File: src/rtl/analog_readout_pkg.sv
// Shared types and pin map for the analog status readout path.
//   tx_state_e : host transmit handshake states
//   GPI_* / GPO_* : bit positions on the pmod GPIO bus
//   OE_MASK    : constant output-enable pattern (1 = pin is an input)
package analog_readout_pkg;

  typedef enum logic [2:0] {
    IDLE,
    LO_SET,
    LO_ACK,
    HI_WAIT,
    HI_SET,
    HI_ACK
  } tx_state_e;

  localparam int GPI_REQ   = 0;
  localparam int GPI_CLR   = 1;
  localparam int GPO_ACK   = 8;
  localparam int GPO_EMPTY = 9;
  localparam int GPO_OVF   = 10;

  localparam logic [15:0] OE_MASK = 16'hF800;

endpackage

File: src/rtl/analog_readout_fifo.sv
// Synchronous FIFO, DEPTH x WIDTH, for the captured status words.
// Ports:
//   clk_in, reset_int : clock, async active-high reset
//   push, wdata       : write request and data (ignored when full unless popping)
//   pop               : read request (ignored when empty)
//   rdata             : head entry, valid whenever !empty
//   full, empty       : combinational flags from the pointer compare
module analog_readout_fifo #(
  parameter int DEPTH = 4,
  parameter int WIDTH = 16
) (
  input  logic             clk_in,
  input  logic             reset_int,
  input  logic             push,
  input  logic [WIDTH-1:0] wdata,
  input  logic             pop,
  output logic [WIDTH-1:0] rdata,
  output logic             full,
  output logic             empty
);

  localparam int AW = $clog2(DEPTH);

  // Pointers carry one extra wrap bit so full and empty are distinguishable.
  logic [AW:0]      wptr;
  logic [AW:0]      rptr;
  logic [WIDTH-1:0] mem [DEPTH];
  logic             push_ok;
  logic             pop_ok;

  assign empty   = (wptr == rptr);
  assign full    = (wptr[AW] != rptr[AW]) && (wptr[AW-1:0] == rptr[AW-1:0]);
  // A pop frees the head slot on the same edge, so a push into a full FIFO is fine then.
  assign push_ok = push && (!full || pop);
  assign pop_ok  = pop && !empty;
  assign rdata   = mem[rptr[AW-1:0]];

  always_ff @(posedge clk_in) begin
    if (push_ok) mem[wptr[AW-1:0]] <= wdata;
  end

  always_ff @(posedge clk_in or posedge reset_int) begin
    if (reset_int) begin
      wptr <= '0;
      rptr <= '0;
    end else begin
      if (push_ok) wptr <= wptr + 1'b1;
      if (pop_ok)  rptr <= rptr + 1'b1;
    end
  end

endmodule

File: src/rtl/analog_status_readout.sv
// Return path from the analog block to the pmod pins: synchronise and
// de-glitch the 16-bit status word, queue each new stable value, and ship
// each entry to the host as two bytes over a 4-phase req/ack handshake.
// Ports:
//   clk_in        : subsystem clock
//   reset_int     : async active-high reset
//   analog_status : asynchronous status word from the analog block
//   pmod_gpi      : [0] host req, [1] host clear-overflow, rest unused
//   pmod_gpo      : [7:0] data byte, [8] ack, [9] empty, [10] ovf, [15:11] 0
//   pmod_gpio_oe  : constant output-enable mask
//
// state   | meaning
// IDLE    | waiting for host req with a non-empty queue
// LO_SET  | low byte on the pins, one cycle of setup before ack
// LO_ACK  | ack high for low byte, waiting for req to drop
// HI_WAIT | low byte done, waiting for req for the high byte
// HI_SET  | high byte on the pins, setup cycle
// HI_ACK  | ack high for high byte, waiting for req to drop, then pop
module analog_status_readout
  import analog_readout_pkg::*;
#(
  parameter int FIFO_DEPTH  = 4,
  parameter int STABLE_CYC  = 4,
  parameter int SYNC_STAGES = 2
) (
  input  logic        clk_in,
  input  logic        reset_int,
  input  logic [15:0] analog_status,
  input  logic [15:0] pmod_gpi,
  output logic [15:0] pmod_gpo,
  output logic [15:0] pmod_gpio_oe
);

  localparam int CW = $clog2(STABLE_CYC + 1);
  localparam logic [CW-1:0] STABLE_MAX = CW'(STABLE_CYC);

  logic [15:0]            status_sync [SYNC_STAGES];
  logic [SYNC_STAGES-1:0] req_sync;
  logic [SYNC_STAGES-1:0] clr_sync;
  logic                   clr_d;
  logic [15:0]            sync_q;
  logic                   req_s;
  logic                   clr_s;

  logic [15:0]   candidate;
  logic [15:0]   cand_nxt;
  logic [15:0]   last_pushed;
  logic [CW-1:0] cnt;
  logic [CW-1:0] cnt_nxt;
  logic          changed;
  logic          stable_evt;
  logic          push;
  logic          pop;
  logic          drop;

  logic [15:0] head;
  logic        fifo_full;
  logic        fifo_empty;

  tx_state_e   state;
  logic [7:0]  data_r;
  logic        ack_r;
  logic        empty_r;
  logic        ovf_r;

  logic        unused_gpi;
  assign unused_gpi = ^pmod_gpi[15:2];

  assign sync_q = status_sync[SYNC_STAGES-1];
  assign req_s  = req_sync[SYNC_STAGES-1];
  assign clr_s  = clr_sync[SYNC_STAGES-1];

  always_comb begin
    changed  = (sync_q != candidate);
    cand_nxt = changed ? sync_q : candidate;
    if (changed)                 cnt_nxt = CW'(1);
    else if (cnt == STABLE_MAX)  cnt_nxt = cnt;
    else                         cnt_nxt = cnt + 1'b1;
    // Fires once per stable run, including a reload when STABLE_CYC is 1.
    stable_evt = (cnt_nxt == STABLE_MAX) && (changed || (cnt != STABLE_MAX));
    push       = stable_evt && (cand_nxt != last_pushed);
  end

  assign pop  = (state == HI_ACK) && !req_s;
  assign drop = push && fifo_full && !pop;

  always_ff @(posedge clk_in or posedge reset_int) begin
    if (reset_int) begin
      for (int i = 0; i < SYNC_STAGES; i++) status_sync[i] <= '0;
      req_sync    <= '0;
      clr_sync    <= '0;
      clr_d       <= 1'b0;
      candidate   <= '0;
      cnt         <= '0;
      last_pushed <= '0;
      ovf_r       <= 1'b0;
      empty_r     <= 1'b1;
    end else begin
      status_sync[0] <= analog_status;
      for (int i = 1; i < SYNC_STAGES; i++) status_sync[i] <= status_sync[i-1];
      req_sync  <= {req_sync[SYNC_STAGES-2:0], pmod_gpi[GPI_REQ]};
      clr_sync  <= {clr_sync[SYNC_STAGES-2:0], pmod_gpi[GPI_CLR]};
      clr_d     <= clr_s;
      candidate <= cand_nxt;
      cnt       <= cnt_nxt;
      // last_pushed tracks accepted values even when the FIFO drops them.
      if (push) last_pushed <= cand_nxt;
      if (drop)                 ovf_r <= 1'b1;
      else if (clr_s && !clr_d) ovf_r <= 1'b0;
      empty_r <= fifo_empty;
    end
  end

  analog_readout_fifo #(
    .DEPTH (FIFO_DEPTH),
    .WIDTH (16)
  ) u_fifo (
    .clk_in    (clk_in),
    .reset_int (reset_int),
    .push      (push),
    .wdata     (cand_nxt),
    .pop       (pop),
    .rdata     (head),
    .full      (fifo_full),
    .empty     (fifo_empty)
  );

  always_ff @(posedge clk_in or posedge reset_int) begin
    if (reset_int) begin
      state  <= IDLE;
      data_r <= '0;
      ack_r  <= 1'b0;
    end else begin
      case (state)
        IDLE: begin
          if (req_s && !fifo_empty) begin
            data_r <= head[7:0];
            state  <= LO_SET;
          end
        end
        LO_SET: begin
          ack_r <= 1'b1;
          state <= LO_ACK;
        end
        LO_ACK: begin
          if (!req_s) begin
            ack_r <= 1'b0;
            state <= HI_WAIT;
          end
        end
        HI_WAIT: begin
          if (req_s) begin
            data_r <= head[15:8];
            state  <= HI_SET;
          end
        end
        HI_SET: begin
          ack_r <= 1'b1;
          state <= HI_ACK;
        end
        HI_ACK: begin
          if (!req_s) begin
            ack_r <= 1'b0;
            state <= IDLE;
          end
        end
        default: state <= IDLE;
      endcase
    end
  end

  assign pmod_gpo     = {5'b0, ovf_r, empty_r, ack_r, data_r};
  assign pmod_gpio_oe = OE_MASK;

endmodule

File: config.mk
export PLATFORM = sky130hd
export DESIGN_NAME = analog_status_readout
export DESIGN_NICKNAME = d
export VERILOG_FILES = /design/src/rtl/analog_readout_pkg.sv /design/src/rtl/analog_readout_fifo.sv /design/src/rtl/analog_status_readout.sv
export SDC_FILE = /design/constraint.sdc
export NUM_CORES = 1
export LEC_CHECK = 0
export ABC_AREA = 1
export BUFFER_PORTS_ARGS = -buffer_cell sky130_fd_sc_hd__buf_2
export CAP_MARGIN = 20
export CORE_MARGIN = 8
export CORE_UTILIZATION = 35
export CTS_BUF_LIST = sky130_fd_sc_hd__clkbuf_8 sky130_fd_sc_hd__clkbuf_16
export DETAILED_ROUTE_END_ITERATION = 16
export MAX_ROUTING_LAYER = met4
export SLEW_MARGIN = 20
export SYNTH_ARGS = -nofsm -noshare
export SYNTH_HDL_FRONTEND = slang
export SYNTH_SLANG_ARGS = --single-unit
File: constraint.sdc
create_clock -name clk_in -period 3.7 [get_ports clk_in]
set_input_delay 0.37 -clock clk_in [delete_from_list [all_inputs] [get_ports clk_in]]
set_output_delay 0.37 -clock clk_in [all_outputs]
set_load 0.1 [all_outputs]
==> parameters.txt <==
Parameter                              Value

CTS
  Root Driver    clkbuf_16
  Clock slew at reported path FFs    about 0.060 ns
  Deepest clock path buffer count    2
  Clock latency on the worst-skew pair    approximately 0.42 ns
  Clock tree from TritonCTS    yes
  Number of buffers added for setup after CTS    0
  CTS H-tree depth    4
  Number of CTS-inserted buffers    17
  Clock Sinks    ~160

Synth
  Mapped cell area    between 6000 and 7000 um^2
  Post-synthesis compound-gate area fraction    7.09%
  Part of the Yosys area used for sequential elements    between 60% and 70%
  Multiplexer share of the synthesized area    ~1.4%
  Post-synthesis share of cell area spent on full adders, half adders and majority gates    under 10%
  Synth warn    0
  Total of flip-flops plus latches after synthesis    around 160
  XOR/XNOR Fraction of Synth Area    ~3%
  Dominant combinational cell family by area after synthesis    simple AND/OR/NAND/NOR gates
  Number of cells produced by synthesis    580
  Distinct cells, synth    36
  Synthesized area per cell    about 11 um^2
  Area share of and/or/nand/nor cells after synthesis    approximately 14%

Worst setup path
  Crit path required time    between 3 and 4 ns
  Worst setup path class    reg -> reg
  Reg-to-reg critical path startpoint    sync_q[10]
  Most Frequent Cell on Critical Path    nand2_1
  Largest delay share family, worst path    simple AND/OR/NAND/NOR gates
  CP Cell Sequence    inv_2 -> nand2_1 -> nand2_1 -> nor2_1 -> nand2_1 -> nor2_4 -> nand3_4 -> nor2_4 -> nand4_1 -> inv_1
  Arrival time worst endpoint    2.42 ns
  Worst R2R Setup Slack    1.32 ns
  Count of buffering cells on the critical path with inverters included    2
  Reg2reg path depth    10
  Terminus of the critical flop-to-flop path    u_fifo.mem[3][11]
  Setup crit end kind    register
  Critical path launch point type    register
  Crit path max fanout    16
  Slowest-stage cell, CP    inv_1
  Worst path max stage delay    between 0.5 and 0.6 ns

Floorplanning
  Floorplan die area    about 23000 um^2
  Area of the core region    between 15000 and 20000 um^2
  I/O pins    66
  Vertical die dimension    152 um
  Starting density of the core    35.2%
  Core Rows    50
  Chip Width    around 150 um

Drt
  Number of nets with antenna violations after detailed routing    0
  Number of vias per cell    4.48
  DRC marker count from the first detailed-route iteration    243
  Mean routed wirelength per cell    ~13 um
  Detailed-route DRC error count    0
  Via count    about 3800
  Final WL    11500 um
  First-pass DRT Iterations    4

Timing
  Worst Hold Margin    0.0519 ns
  Final number of hold-violating endpoints    0
  Highest attainable clock frequency    about 420 MHz
  Worst relative slew slack    roughly 50%
  Unrepaired setup endpoints after global routing    false
  Min cycle time layout    2.38 ns
  Portion of the clock cycle consumed by the worst path in the final layout    between 60% and 70%
  Final count of pins violating max slew    0
  Clock Skew    0.00664 ns
  Worst-Margin Slew    about 0.75 ns
  Summed negative setup slack over all endpoints    0 ns
  Final setup viols    0

Global routing
  Total grt overflow    0
  Aggregate global-route resource usage    11.0%
  Maximum number of pins on one net before global-route repair    41
  First-pass GRT wire length    approximately 20000 um
  Initial antenna violation count    0
  Number of global-route vias before repair    a little under 4000

Power and ir drop
  Pwr Density    ~500 nW/um^2
  Static power due to leakage    between 3 and 4 nW
  Largest voltage drop on the vdd net    around 330 uV

Final layout
  Final antenna diode count    0
  Syn-to-layout area delta    12.4%
  Layout Cells excl Fill    between 800 and 900
  Ratio of cells with drive above 1 in the final layout    between 20% and 30%
  Fin util    between 30 and 40%
  Total Nets Final    roughly 640

Hold path
  Endpoint of the worst hold-timing path    status_sync[18]
  Min-delay src    analog_status[2]
  Number of stages on the worst hold path    1
  Path category of the worst min-delay check    in -> reg

Place
  I/O Buffers    30
  Dpl cells    816
  Final weighted congestion in routability-driven placement    0.748
  Hpwl dp    approximately 7600 um

Outcome
  Status    finished, final reports clean

Run
  Reported max-cap violation count    0
layout make-up:
cell class / instances / area, um^2
Timing Repair Buffer: 38 / 213
Tap cell: 234 / 293
Inverter: 53 / 201
Multi-Input combinational cell: 336 / 1810
Fill cell: 1756 / 11200
Sequential cell: 156 / 4230
Clock inverter: 14 / 104
Clock buffer: 18 / 450
where the power goes:
| group | switching [mW] | leakage (nW) | internal [mW] | total, mW |
|---|---|---|---|---|
| Combinational | 0.140 | 1.24 | 0.0275 | 0.167 |
| Sequential | 0.0330 | 1.73 | 1.83 | 1.87 |
| Clock | 0.700 | 0.277 | 0.905 | 1.61 |
layer usage:
layer,share of wire [%],global-route usage [%],vias up
met5,0,-,-
li1,-,-,1885
met2,47,17.3,105
met3,7.1,4.14,17
met4,1.7,4.38,0
met1,44,12.6,1795
repair_timing:
| action | CTS | global route |
|---|---|---|
| endpoints found under the hold margin | 19 | 0 |
| hold buffers | 1 | 0 |
| gates resized for setup | 0 | 0 |
synthesized netlist by cell type, drive strengths merged:
master       count  area (um^2)
o21bai           1         7.51
nand4            4         31.3
dlygate4sd1      2         17.5
o22ai           16          100
and3             1         7.51
conb             2         7.51
inv             53          199
xor2             6         52.6
dfstp            1         26.3
o21ai           53          333
mux2             8         90.1
ha               7         87.6
a21oi            4         20.0
xnor2           16          140
dfrtp           91         2280
buf             31          234
nand2          121          499
clkbuf          21         78.8
nor3             2         15.0
edfxtp          64         1920
nand3           17         97.6
nor2            59          254
cell families after synthesis:
logic type | after synthesis
other | 2
adders and majority gates | 7
AOI/OAI and AO/OA | 74
buffers and inverters | 107
and+or+nand+nor | 204
DFF | 156
xor gates and xnor gates | 22
muxes | 8
worst max path at each step:
stage,slack [ns],endpoint,depth (start not counted),start
6_report,1.32,u_fifo.mem[3][11],10,sync_q[10]
5_1_grt,1.05,u_fifo.mem[3][11],10,sync_q[10]
4_1_cts,1.23,u_fifo.mem[3][11],10,sync_q[10]
3_5_place_dp,1.24,u_fifo.mem[3][12],10,sync_q[10]
3_3_place_gp,1.28,u_fifo.mem[3][10],10,sync_q[10]
2_1_floorplan,0.94,ack_r,1,reset_int
per-stage QoR:
stage	worst slack [ns]	total power [mW]	instance area (um^2)
2_1_floorplan	0.940	2.06	6570
6_report	1.32	3.64	7300
3_5_place_dp	1.24	2.07	6740
3_3_place_gp	1.28	2.06	6740
4_1_cts	1.23	3.68	7300
5_1_grt	1.05	3.79	7300
state kept, by name (all words and copies together), names as in the netlist:
name,count
clr_d,1
cnt,3
u_fifo.mem,64
empty_r,1
ovf_r,1
clr_sync,2
status_sync,16
data_r,8
candidate,16
sync_q,16
req_sync,2
u_fifo.wptr,3
u_fifo.rptr,3
state,3
last_pushed,16
ack_r,1
cells in the final DEF (no fill, tap or decap), types with 2 or more instances in the layout:
| cell | count |
|---|---|
| a21oi_1 | 4 |
| buf_2 | 30 |
| buf_4 | 7 |
| clkbuf_16 | 18 |
| clkinv_2 | 4 |
| clkinv_4 | 3 |
| conb_1 | 21 |
| dfrtp_1 | 91 |
| edfxtp_1 | 64 |
| ha_1 | 7 |
| inv_1 | 33 |
| inv_2 | 19 |
| inv_4 | 2 |
| inv_6 | 5 |
| mux2_2 | 7 |
| nand2_1 | 105 |
| nand2_2 | 15 |
| nand3_1 | 16 |
| nand4_1 | 3 |
| nor2_1 | 52 |
| nor2_2 | 4 |
| nor2_4 | 3 |
| o21ai_0 | 31 |
| o21ai_1 | 6 |
| o21ai_2 | 15 |
| o22ai_1 | 16 |
| xnor2_1 | 16 |
| xor2_1 | 6 |
Power figures use the tool's default switching activity.
